**config.mk**
```make
export PLATFORM = sky130hd
export DESIGN_NAME = cpu_trap_unit_flat
export DESIGN_NICKNAME = d
export VERILOG_FILES = /design/src/rtl/cpu_trap_pkg.sv /design/src/rtl/cpu_trap_if.sv /design/src/rtl/cpu_irq_sync.sv /design/src/rtl/cpu_trap_unit.sv /design/src/flat_wrapper.sv
export SDC_FILE = /design/constraint.sdc
export NUM_CORES = 1
export LEC_CHECK = 0
export BUFFER_PORTS_ARGS = -buffer_cell sky130_fd_sc_hd__buf_2
export CAP_MARGIN = 0
export CORE_AREA = 2 2 145 147
export DETAILED_ROUTE_END_ITERATION = 16
export DIE_AREA = 0 0 147 149
export HOLD_SLACK_MARGIN = 0.15
export PLACE_DENSITY = 0.56
export REMOVE_ABC_BUFFERS = 1
export SYNTH_ARGS = -nofsm -noshare
export SYNTH_HDL_FRONTEND = slang
export SYNTH_SLANG_ARGS = --single-unit
```
**constraint.sdc**
```tcl
create_clock -name clk -period 9.35 [get_ports clk]
set_input_delay 0.935 -clock clk [delete_from_list [all_inputs] [get_ports clk]]
set_output_delay 0.935 -clock clk [all_outputs]
set_load 0.05 [all_outputs]
```
**src/rtl/cpu_trap_pkg.sv**
```systemverilog
// Shared definitions for the S-mode trap unit: FSM encoding, cause/exception codes,
// the latched trap record and the stvec target computation.
package cpu_trap_pkg;

    localparam logic [1:0] ST_IDLE  = 2'd0;
    localparam logic [1:0] ST_TRAP  = 2'd1;
    localparam logic [1:0] ST_FLUSH = 2'd2;

    typedef enum logic [4:0] {
        IRQ_SSI = 5'd1,
        IRQ_STI = 5'd5,
        IRQ_SEI = 5'd9
    } irq_code_e;

    typedef enum logic [4:0] {
        EXC_FETCH_MISALIGN = 5'd0,
        EXC_ILLEGAL        = 5'd2,
        EXC_BREAKPOINT     = 5'd3,
        EXC_ECALL          = 5'd8
    } exc_code_e;

    typedef struct packed {
        logic [31:0] cause;
        logic [31:0] pc;
        logic [31:0] value;
    } trap_rec_t;

    function automatic logic [31:0] irq_cause(input irq_code_e code);
        return {1'b1, 26'b0, code};
    endfunction

    // Vectored mode (stvec[1:0]==1) only offsets interrupts; modes 2/3 behave as direct.
    function automatic logic [31:0] trap_target(input logic [31:0] stvec, input logic [31:0] cause);
        logic [31:0] target;
        target = {stvec[31:2], 2'b00};
        if (stvec[1:0] == 2'b01 && cause[31])
            target = target + {cause[29:0], 2'b00};
        return target;
    endfunction

endpackage

```
**src/rtl/cpu_trap_if.sv**
```systemverilog
// Signal bundle between the pipeline/CSR file (master) and the trap unit (slave).
interface cpu_trap_if;
    import cpu_trap_pkg::*;

    logic        inst_done;
    logic [31:0] inst_pc;
    logic [31:0] next_pc;
    logic        exc_valid;
    logic [4:0]  exc_code;
    logic [31:0] exc_value;
    logic        sret;
    logic        irq_ext;
    logic        irq_soft;
    logic        irq_timer;
    logic        status_sie;
    logic [31:0] sie_mask;
    logic [31:0] handler_addr;
    logic [31:0] continue_addr;
    logic        flush_done;

    logic        interrupt;
    logic [31:0] interrupt_cause;
    logic [31:0] interrupt_pc;
    logic [31:0] interrupt_value;
    logic        redirect;
    logic [31:0] redirect_pc;
    logic        stall;
    logic [31:0] pending;
    logic [1:0]  fsm_state;

    // Handshake: interrupt and redirect are single-cycle strobes with no back-pressure and their
    // payloads are valid only while the strobe is high; flush_done is the only acknowledge and
    // releases stall, which stays high from the trap/sret boundary until flush_done is sampled.
    modport master (
        output inst_done, inst_pc, next_pc, exc_valid, exc_code, exc_value, sret,
               irq_ext, irq_soft, irq_timer, status_sie, sie_mask, handler_addr,
               continue_addr, flush_done,
        input  interrupt, interrupt_cause, interrupt_pc, interrupt_value, redirect,
               redirect_pc, stall, pending, fsm_state
    );

    modport slave (
        input  inst_done, inst_pc, next_pc, exc_valid, exc_code, exc_value, sret,
               irq_ext, irq_soft, irq_timer, status_sie, sie_mask, handler_addr,
               continue_addr, flush_done,
        output interrupt, interrupt_cause, interrupt_pc, interrupt_value, redirect,
               redirect_pc, stall, pending, fsm_state
    );

endinterface

```
**src/rtl/cpu_irq_sync.sv**
```systemverilog
// Multi-flop synchroniser for one asynchronous level-sensitive interrupt line.
module cpu_irq_sync #(
    parameter int STAGES = 2
) (
    input  logic clk,
    input  logic rst,
    input  logic d,
    output logic q
);

    logic [STAGES-1:0] ff_q;

    always_ff @(posedge clk or posedge rst) begin
        if (rst)
            ff_q <= '0;
        else
            ff_q <= {ff_q[STAGES-2:0], d};
    end

    assign q = ff_q[STAGES-1];

endmodule

```
**src/rtl/cpu_trap_unit.sv**
```systemverilog
// S-mode trap controller: prioritises exceptions, sret and interrupts at instruction boundaries,
// strobes the CSR file for trap entry and redirects fetch, stalling until the flush completes.
module cpu_trap_unit #(
    parameter int SYNC_STAGES = 2
) (
    input logic       clk,
    input logic       rst,
    cpu_trap_if.slave bus
);
    import cpu_trap_pkg::*;

    logic ext_s, soft_s, timer_s;

    cpu_irq_sync #(.STAGES(SYNC_STAGES)) u_sync_ext   (.clk(clk), .rst(rst), .d(bus.irq_ext),   .q(ext_s));
    cpu_irq_sync #(.STAGES(SYNC_STAGES)) u_sync_soft  (.clk(clk), .rst(rst), .d(bus.irq_soft),  .q(soft_s));
    cpu_irq_sync #(.STAGES(SYNC_STAGES)) u_sync_timer (.clk(clk), .rst(rst), .d(bus.irq_timer), .q(timer_s));

    logic [31:0] pending_vec;
    logic        take_ext, take_soft, take_timer;
    logic        unused_sie_bits;

    always_comb begin
        pending_vec          = '0;
        pending_vec[IRQ_SEI] = ext_s;
        pending_vec[IRQ_STI] = timer_s;
        pending_vec[IRQ_SSI] = soft_s;
    end

    assign take_ext   = ext_s   & bus.sie_mask[IRQ_SEI] & bus.status_sie;
    assign take_soft  = soft_s  & bus.sie_mask[IRQ_SSI] & bus.status_sie;
    assign take_timer = timer_s & bus.sie_mask[IRQ_STI] & bus.status_sie;
    assign unused_sie_bits = ^{bus.sie_mask[31:10], bus.sie_mask[8:6], bus.sie_mask[4:2], bus.sie_mask[0]};

    logic [1:0]  state_q;
    trap_rec_t   rec_q, rec_d;
    logic        take_trap, take_sret;
    logic        sret_redir_q;
    logic [31:0] sret_pc_q;

    // Boundary decision; only evaluated in IDLE so nothing nests while stalled.
    always_comb begin
        take_trap = 1'b0;
        take_sret = 1'b0;
        rec_d     = '0;
        if (state_q == ST_IDLE && bus.inst_done) begin
            if (bus.exc_valid) begin
                take_trap   = 1'b1;
                rec_d.cause = {27'b0, bus.exc_code};
                rec_d.pc    = bus.inst_pc;
                rec_d.value = bus.exc_value;
            end else if (bus.sret) begin
                take_sret = 1'b1;
            end else if (take_ext | take_soft | take_timer) begin
                take_trap = 1'b1;
                rec_d.pc  = bus.next_pc;
                if (take_ext)
                    rec_d.cause = irq_cause(IRQ_SEI);
                else if (take_soft)
                    rec_d.cause = irq_cause(IRQ_SSI);
                else
                    rec_d.cause = irq_cause(IRQ_STI);
            end
        end
    end

    always_ff @(posedge clk or posedge rst) begin
        if (rst) begin
            state_q      <= ST_IDLE;
            rec_q        <= '0;
            sret_redir_q <= 1'b0;
            sret_pc_q    <= '0;
        end else begin
            sret_redir_q <= 1'b0;
            case (state_q)
                ST_IDLE: begin
                    if (take_trap) begin
                        rec_q   <= rec_d;
                        state_q <= ST_TRAP;
                    end else if (take_sret) begin
                        sret_redir_q <= 1'b1;
                        sret_pc_q    <= bus.continue_addr;
                        state_q      <= ST_FLUSH;
                    end
                end
                ST_TRAP:  state_q <= ST_FLUSH;
                ST_FLUSH: if (bus.flush_done) state_q <= ST_IDLE;
                default:  state_q <= ST_IDLE;
            endcase
        end
    end

    logic in_trap;
    assign in_trap = (state_q == ST_TRAP);

    assign bus.interrupt       = in_trap;
    assign bus.interrupt_cause = rec_q.cause;
    assign bus.interrupt_pc    = rec_q.pc;
    assign bus.interrupt_value = rec_q.value;
    assign bus.redirect        = in_trap | sret_redir_q;
    assign bus.stall           = (state_q != ST_IDLE);
    assign bus.pending         = pending_vec;
    assign bus.fsm_state       = state_q;

    always_comb begin
        bus.redirect_pc = 32'd0;
        if (in_trap)
            bus.redirect_pc = trap_target(bus.handler_addr, rec_q.cause);
        else if (sret_redir_q)
            bus.redirect_pc = sret_pc_q;
    end

endmodule

```
**src/flat_wrapper.sv**
```systemverilog
// flat-port wrapper written by rule: the top's interface ports become plain ports
module cpu_trap_unit_flat import cpu_trap_pkg::*;
#(
    parameter int SYNC_STAGES = 2
)
  (clk, rst, bus_inst_done, bus_inst_pc, bus_next_pc, bus_exc_valid, bus_exc_code, bus_exc_value, bus_sret, bus_irq_ext, bus_irq_soft, bus_irq_timer, bus_status_sie, bus_sie_mask, bus_handler_addr, bus_continue_addr, bus_flush_done, bus_interrupt, bus_interrupt_cause, bus_interrupt_pc, bus_interrupt_value, bus_redirect, bus_redirect_pc, bus_stall, bus_pending, bus_fsm_state);
  cpu_trap_if bus_i ();
  input logic clk;
  input logic rst;
  input wire logic [$bits(bus_i.inst_done)-1:0] bus_inst_done;
  input wire logic [$bits(bus_i.inst_pc)-1:0] bus_inst_pc;
  input wire logic [$bits(bus_i.next_pc)-1:0] bus_next_pc;
  input wire logic [$bits(bus_i.exc_valid)-1:0] bus_exc_valid;
  input wire logic [$bits(bus_i.exc_code)-1:0] bus_exc_code;
  input wire logic [$bits(bus_i.exc_value)-1:0] bus_exc_value;
  input wire logic [$bits(bus_i.sret)-1:0] bus_sret;
  input wire logic [$bits(bus_i.irq_ext)-1:0] bus_irq_ext;
  input wire logic [$bits(bus_i.irq_soft)-1:0] bus_irq_soft;
  input wire logic [$bits(bus_i.irq_timer)-1:0] bus_irq_timer;
  input wire logic [$bits(bus_i.status_sie)-1:0] bus_status_sie;
  input wire logic [$bits(bus_i.sie_mask)-1:0] bus_sie_mask;
  input wire logic [$bits(bus_i.handler_addr)-1:0] bus_handler_addr;
  input wire logic [$bits(bus_i.continue_addr)-1:0] bus_continue_addr;
  input wire logic [$bits(bus_i.flush_done)-1:0] bus_flush_done;
  output wire logic [$bits(bus_i.interrupt)-1:0] bus_interrupt;
  output wire logic [$bits(bus_i.interrupt_cause)-1:0] bus_interrupt_cause;
  output wire logic [$bits(bus_i.interrupt_pc)-1:0] bus_interrupt_pc;
  output wire logic [$bits(bus_i.interrupt_value)-1:0] bus_interrupt_value;
  output wire logic [$bits(bus_i.redirect)-1:0] bus_redirect;
  output wire logic [$bits(bus_i.redirect_pc)-1:0] bus_redirect_pc;
  output wire logic [$bits(bus_i.stall)-1:0] bus_stall;
  output wire logic [$bits(bus_i.pending)-1:0] bus_pending;
  output wire logic [$bits(bus_i.fsm_state)-1:0] bus_fsm_state;
  assign bus_i.inst_done = bus_inst_done;
  assign bus_i.inst_pc = bus_inst_pc;
  assign bus_i.next_pc = bus_next_pc;
  assign bus_i.exc_valid = bus_exc_valid;
  assign bus_i.exc_code = bus_exc_code;
  assign bus_i.exc_value = bus_exc_value;
  assign bus_i.sret = bus_sret;
  assign bus_i.irq_ext = bus_irq_ext;
  assign bus_i.irq_soft = bus_irq_soft;
  assign bus_i.irq_timer = bus_irq_timer;
  assign bus_i.status_sie = bus_status_sie;
  assign bus_i.sie_mask = bus_sie_mask;
  assign bus_i.handler_addr = bus_handler_addr;
  assign bus_i.continue_addr = bus_continue_addr;
  assign bus_i.flush_done = bus_flush_done;
  assign bus_interrupt = bus_i.interrupt;
  assign bus_interrupt_cause = bus_i.interrupt_cause;
  assign bus_interrupt_pc = bus_i.interrupt_pc;
  assign bus_interrupt_value = bus_i.interrupt_value;
  assign bus_redirect = bus_i.redirect;
  assign bus_redirect_pc = bus_i.redirect_pc;
  assign bus_stall = bus_i.stall;
  assign bus_pending = bus_i.pending;
  assign bus_fsm_state = bus_i.fsm_state;
  cpu_trap_unit #(.SYNC_STAGES(SYNC_STAGES)) u_core (.clk(clk), .rst(rst), .bus(bus_i));
endmodule
```
* Word-level counts from Yosys, hierarchy flattened *
Cells that the tools add are included.

cells by class
  add/subtract/negate cells = 1
  equal/unequal tests = 5
  muxes and demuxes = 24
  bitwise gates (word level) = 10
  reduce and logical (&&, ||, !) cells = 7

operator list
  operator              number
  $mux W64              3
  $mux W32              5
  $mux W96              1
  $add A32 B32 Y32      1
  $mux W1               10
  $and A1 B1 Y1         6
  $mux W2               3
  $pmux W2 S3           1
  $eq A2 B1 Y1 const B  2
  $reduce_and A2 Y1     2
  $mux W3               1
  $ne A3 B1 Y1 const B  1
  $or A1 B1 Y1          3
  $reduce_and A3 Y1     1
  $eq A2 B2 Y1 const B  1
  $logic_and A1 B1 Y1   2
  $logic_not A2 Y1      1
  $ne A2 B2 Y1 const B  1
  $reduce_bool A2 Y1    1
  $not A1 Y1            1

storage, ports and cells
  register bits = 137
  input port bits = 207
  output and inout port bits = 165
  word-level logic and storage cells = 56

* Depth between registers and ports, before layout *
  word-level depth = 10
  gate-level depth with buffers = 8
  mapped depth without buffers = 7

* Hierarchy *
A second synthesis with hierarchy kept.

second synthesis, totals
  cell total of the unflattened synthesis = 585
  area, all modules = 6005.8 sq um

modules (own cells, without submodules)
  module         times used  cells each  area each (sq um)  sequential area each (sq um)
  cpu_trap_unit  1           576         5844.4             2627.5
  cpu_irq_sync   3           3           53.8               50.0

* Worst setup path after synthesis *
Ideal clock, no wire load.

  path kind = input to output
  from = in bus_handler_addr[2]
  to = out bus_redirect_pc[12]
  arrival = 3.369 ns
  path slack = 5.046 ns
  stages on the path = 8
  path buffers = 1
  path through = ha_1 -> fa_1 -> a211o_1 -> a21oi_1 -> buf_2 -> nor4_1 -> xnor2_1 -> o21ai_1

between the ends
  cells in the longest elaborated chain, start to end = 3

ends and longest elaborated chain
  element           line                  RTL
  start, declared   flat_wrapper.sv:22    input wire logic [$bits(bus_i.handler_addr)-1:0] bus_handler_addr;
  $add A32 B32 Y32  cpu_trap_pkg.sv:37    target = target + {cause[29:0], 2'b00};
  $mux W32          cpu_trap_pkg.sv:36    if (stvec[1:0] == 2'b01 && cause[31])
  $mux W32          cpu_trap_unit.sv:106  if (in_trap)
  end, declared     flat_wrapper.sv:30    output wire logic [$bits(bus_i.redirect_pc)-1:0] bus_redirect_pc;

Every way passes these cells.

* Worst setup path in the final report *
  from = in bus_handler_addr[4]
  to = out bus_redirect_pc[23]

The elaborated chain is that of the path after synthesis.

==> metrics.txt <==
Final setup viols 0; Avg Cell Area, Syn 9.79 µm²; DPL Wire Length 13.7 mm; WHS 0.351 ns; Worst Path Required 8.42 ns; I/O pin count 372; initial antenna violation count 2; setup TNS 0 ns; CP startpoint kind input port; hold endpoint u_core.u_sync_timer.ff_q[1]; Crit. End Element output port; H-tree levels 3; RD Place Congestion 0.771; fmax 0.248 GHz; critical path start-end classification input port to output port; ANT nets after route 0; net count of the finished layout 1089; RSZ-0062 raised after global routing false; FFs w/ async S/R, synth 1.00; Via Count 5398; LEAKAGE 4.03 nW; number of setup buffers added after CTS 0; TritonCTS buffer count 9; Worst Hold Launch u_core.u_sync_timer.ff_q[0]; post-synthesis sequential area ratio 0.461; status completed; post-detailed-route DRC marker count 0; Syn-to-layout area delta 28.7%; drt initial violations 156; Global Route Usage Sum 0.164; synth warn 0; vias in the first global route 5112; Die ar. 21900 µm²; cts hold-fix bufs 0; largest net degree at the start of global routing 58; GRT overflow 0; Total Wirelength 18.3 mm; Yosys reg bits 111; Max Cap Violations 0; measured slew at the worst slew-check pin 0.840 ns; Cell Area, Synth 6030 µm²; Reg2Reg Depth 5; DR WL/cell 15.9 µm; synthesized instance count 616; core area 20600 µm²; Crit Path Max Fanout 11; commonest non-fill, non-tap cells in the layout 287 x buf_2, 111 x dfrtp_1, 59 x nand2_1; Pre-antenna DRT Iters 4; min Tclk post-route 4.03 ns; port bufs 287; commonest non-fill, non-tap cell in the layout buf_2; cts repair resizes 0; clk_skew 0.0100 ns; Starting Density 0.293; Peak VDD IR 0.193 mV; PnR Total Power 2.55 mW; clock buffer depth 2; final period utilization 0.431; Min-Delay Path Depth 0; relative slew slack 0.439; WP data arrival 3.09 ns; Die H 149 µm; RR Startpoint u_core.u_sync_ext.ff_q[1]; setup slack, reg-to-reg 6.80 ns; share of cells above drive strength 1 0.367; Die Wd 147 µm; ys flop type dfrtp_1; DR vias/cell 4.67; Final Hold Fails 0; worst r2r dst u_core.bus.interrupt_value[11]; row count 53; number of synthesized flops with an enable pin 0; clk slew on worst S/H paths 0.08 ns; Sinks on Clock Net 111; CTS tree done; Root Buffer clkbuf_16; Pwr Density 328 nW/µm²; clk_lat worst skew 0.35 ns; Netlist cell types 54; Hold Path Class flip-flop to flip-flop; final slew viol count 0; first-pass GRT wire length 28.2 mm
synthesized netlist by cell type (all sizes together) (11+ instances only):
| master | instances | share of area |
|---|---|---|
| a21oi | 39 | 0.032 |
| a22o | 35 | 0.051 |
| and3 | 37 | 0.038 |
| buf | 70 | 0.083 |
| clkbuf | 29 | 0.018 |
| dfrtp | 111 | 0.46 |
| mux2 | 32 | 0.060 |
| nand2 | 59 | 0.037 |
| nand3 | 24 | 0.020 |
| nand4 | 11 | 0.012 |
| nor2 | 11 | 0.0068 |
| o21ai | 61 | 0.052 |
| xnor2 | 11 | 0.016 |
layout make-up:
class	instances	area, µm²
multi-input combinational	453	2840
timing repair buffer	294	1490
tap	275	344
antenna	1	2.50
fill	2104	12800
sequential	111	2780
clock inverter	6	53.8
inverter	7	28.8
clock buffer	9	225
critical path: stages:
cell     delay [ns]
buf_2          0.12
ha_1           0.37
o21ai_1        0.12
o21ai_2        0.31
nand2_1        0.31
or4_1          0.53
nand3_1        0.12
buf_2          0.27
flip-flops by register name, summed over array words and instances (netlist names), 2 cells and up:
register,cells
u_core.bus.interrupt_value,32
u_core.bus.interrupt_cause,6
u_core.u_sync_soft.ff_q,2
u_core.u_sync_ext.ff_q,2
u_core.sret_pc_q,32
u_core.u_sync_timer.ff_q,2
u_core.bus.fsm_state,2
u_core.bus.interrupt_pc,32
per-stage QoR:
| step | instance area [µm²] | utilization | std cells | setup slack, ns |
|---|---|---|---|---|
| 5_1_grt | 7760 | 0.378 | 1156 | 5.15 |
| 3_5_place_dp | 7480 | 0.364 | 1140 | 5.29 |
| 3_3_place_gp | 7480 | 0.364 | 1140 | 5.31 |
| 2_1_floorplan | 5630 | - | 571 | 4.86 |
| 4_1_cts | 7760 | 0.377 | 1155 | 5.29 |
| 6_report | 7760 | 0.378 | 1156 | 5.32 |
layer usage:
| metal | vias up | wire length, µm | global-route usage | part of all wire |
|---|---|---|---|---|
| met5 | - | 13 | 0 | 0.00071 |
| met4 | 2 | 395 | 0.0510 | 0.022 |
| met3 | 23 | 1420 | 0.0446 | 0.077 |
| met2 | 239 | 8670 | 0.275 | 0.47 |
| met1 | 2517 | 7850 | 0.208 | 0.43 |
| li1 | 2617 | - | - | - |
worst max path at each step:
| stage | startpoint | end | slack (ns) | depth (start not counted) |
|---|---|---|---|---|
| after floorplan | bus_handler_addr[2] | bus_redirect_pc[10] | 4.86 | 7 |
| after global placement | bus_handler_addr[4] | bus_redirect_pc[23] | 5.31 | 8 |
| after detailed placement | bus_handler_addr[4] | bus_redirect_pc[23] | 5.29 | 8 |
| after CTS | bus_handler_addr[4] | bus_redirect_pc[23] | 5.29 | 8 |
| after global routing | bus_handler_addr[4] | bus_redirect_pc[21] | 5.15 | 8 |
| final | bus_handler_addr[4] | bus_redirect_pc[23] | 5.32 | 8 |
kinds of logic (layout without fill, tap and decap cells):
| group | count (synthesis) | in the layout | share of synthesized area |
|---|---|---|---|
| simple gates | 180 | 180 | 0.163 |
| compound gates | 159 | 159 | 0.166 |
| flops | 111 | 111 | 0.461 |
| buf+inv | 106 | 316 | 0.105 |
| mux | 35 | 35 | 0.0647 |
| xor+xnor | 18 | 18 | 0.0261 |
| fa+ha+maj | 6 | 6 | 0.0137 |
| other cells | 1 | 56 | 0.000622 |
power by group:
| part | internal (mW) | leakage (nW) | switching (mW) | total [mW] |
|---|---|---|---|---|
| combinational | 0.341 | 2.52 | 1.01 | 1.35 |
| clock | 0.185 | 0.139 | 0.189 | 0.374 |
| sequential | 0.699 | 1.37 | 0.123 | 0.822 |
| total | 1.22 | 4.03 | 1.32 | 2.55 |
Note: power is estimated with default switching activity, not from simulation.
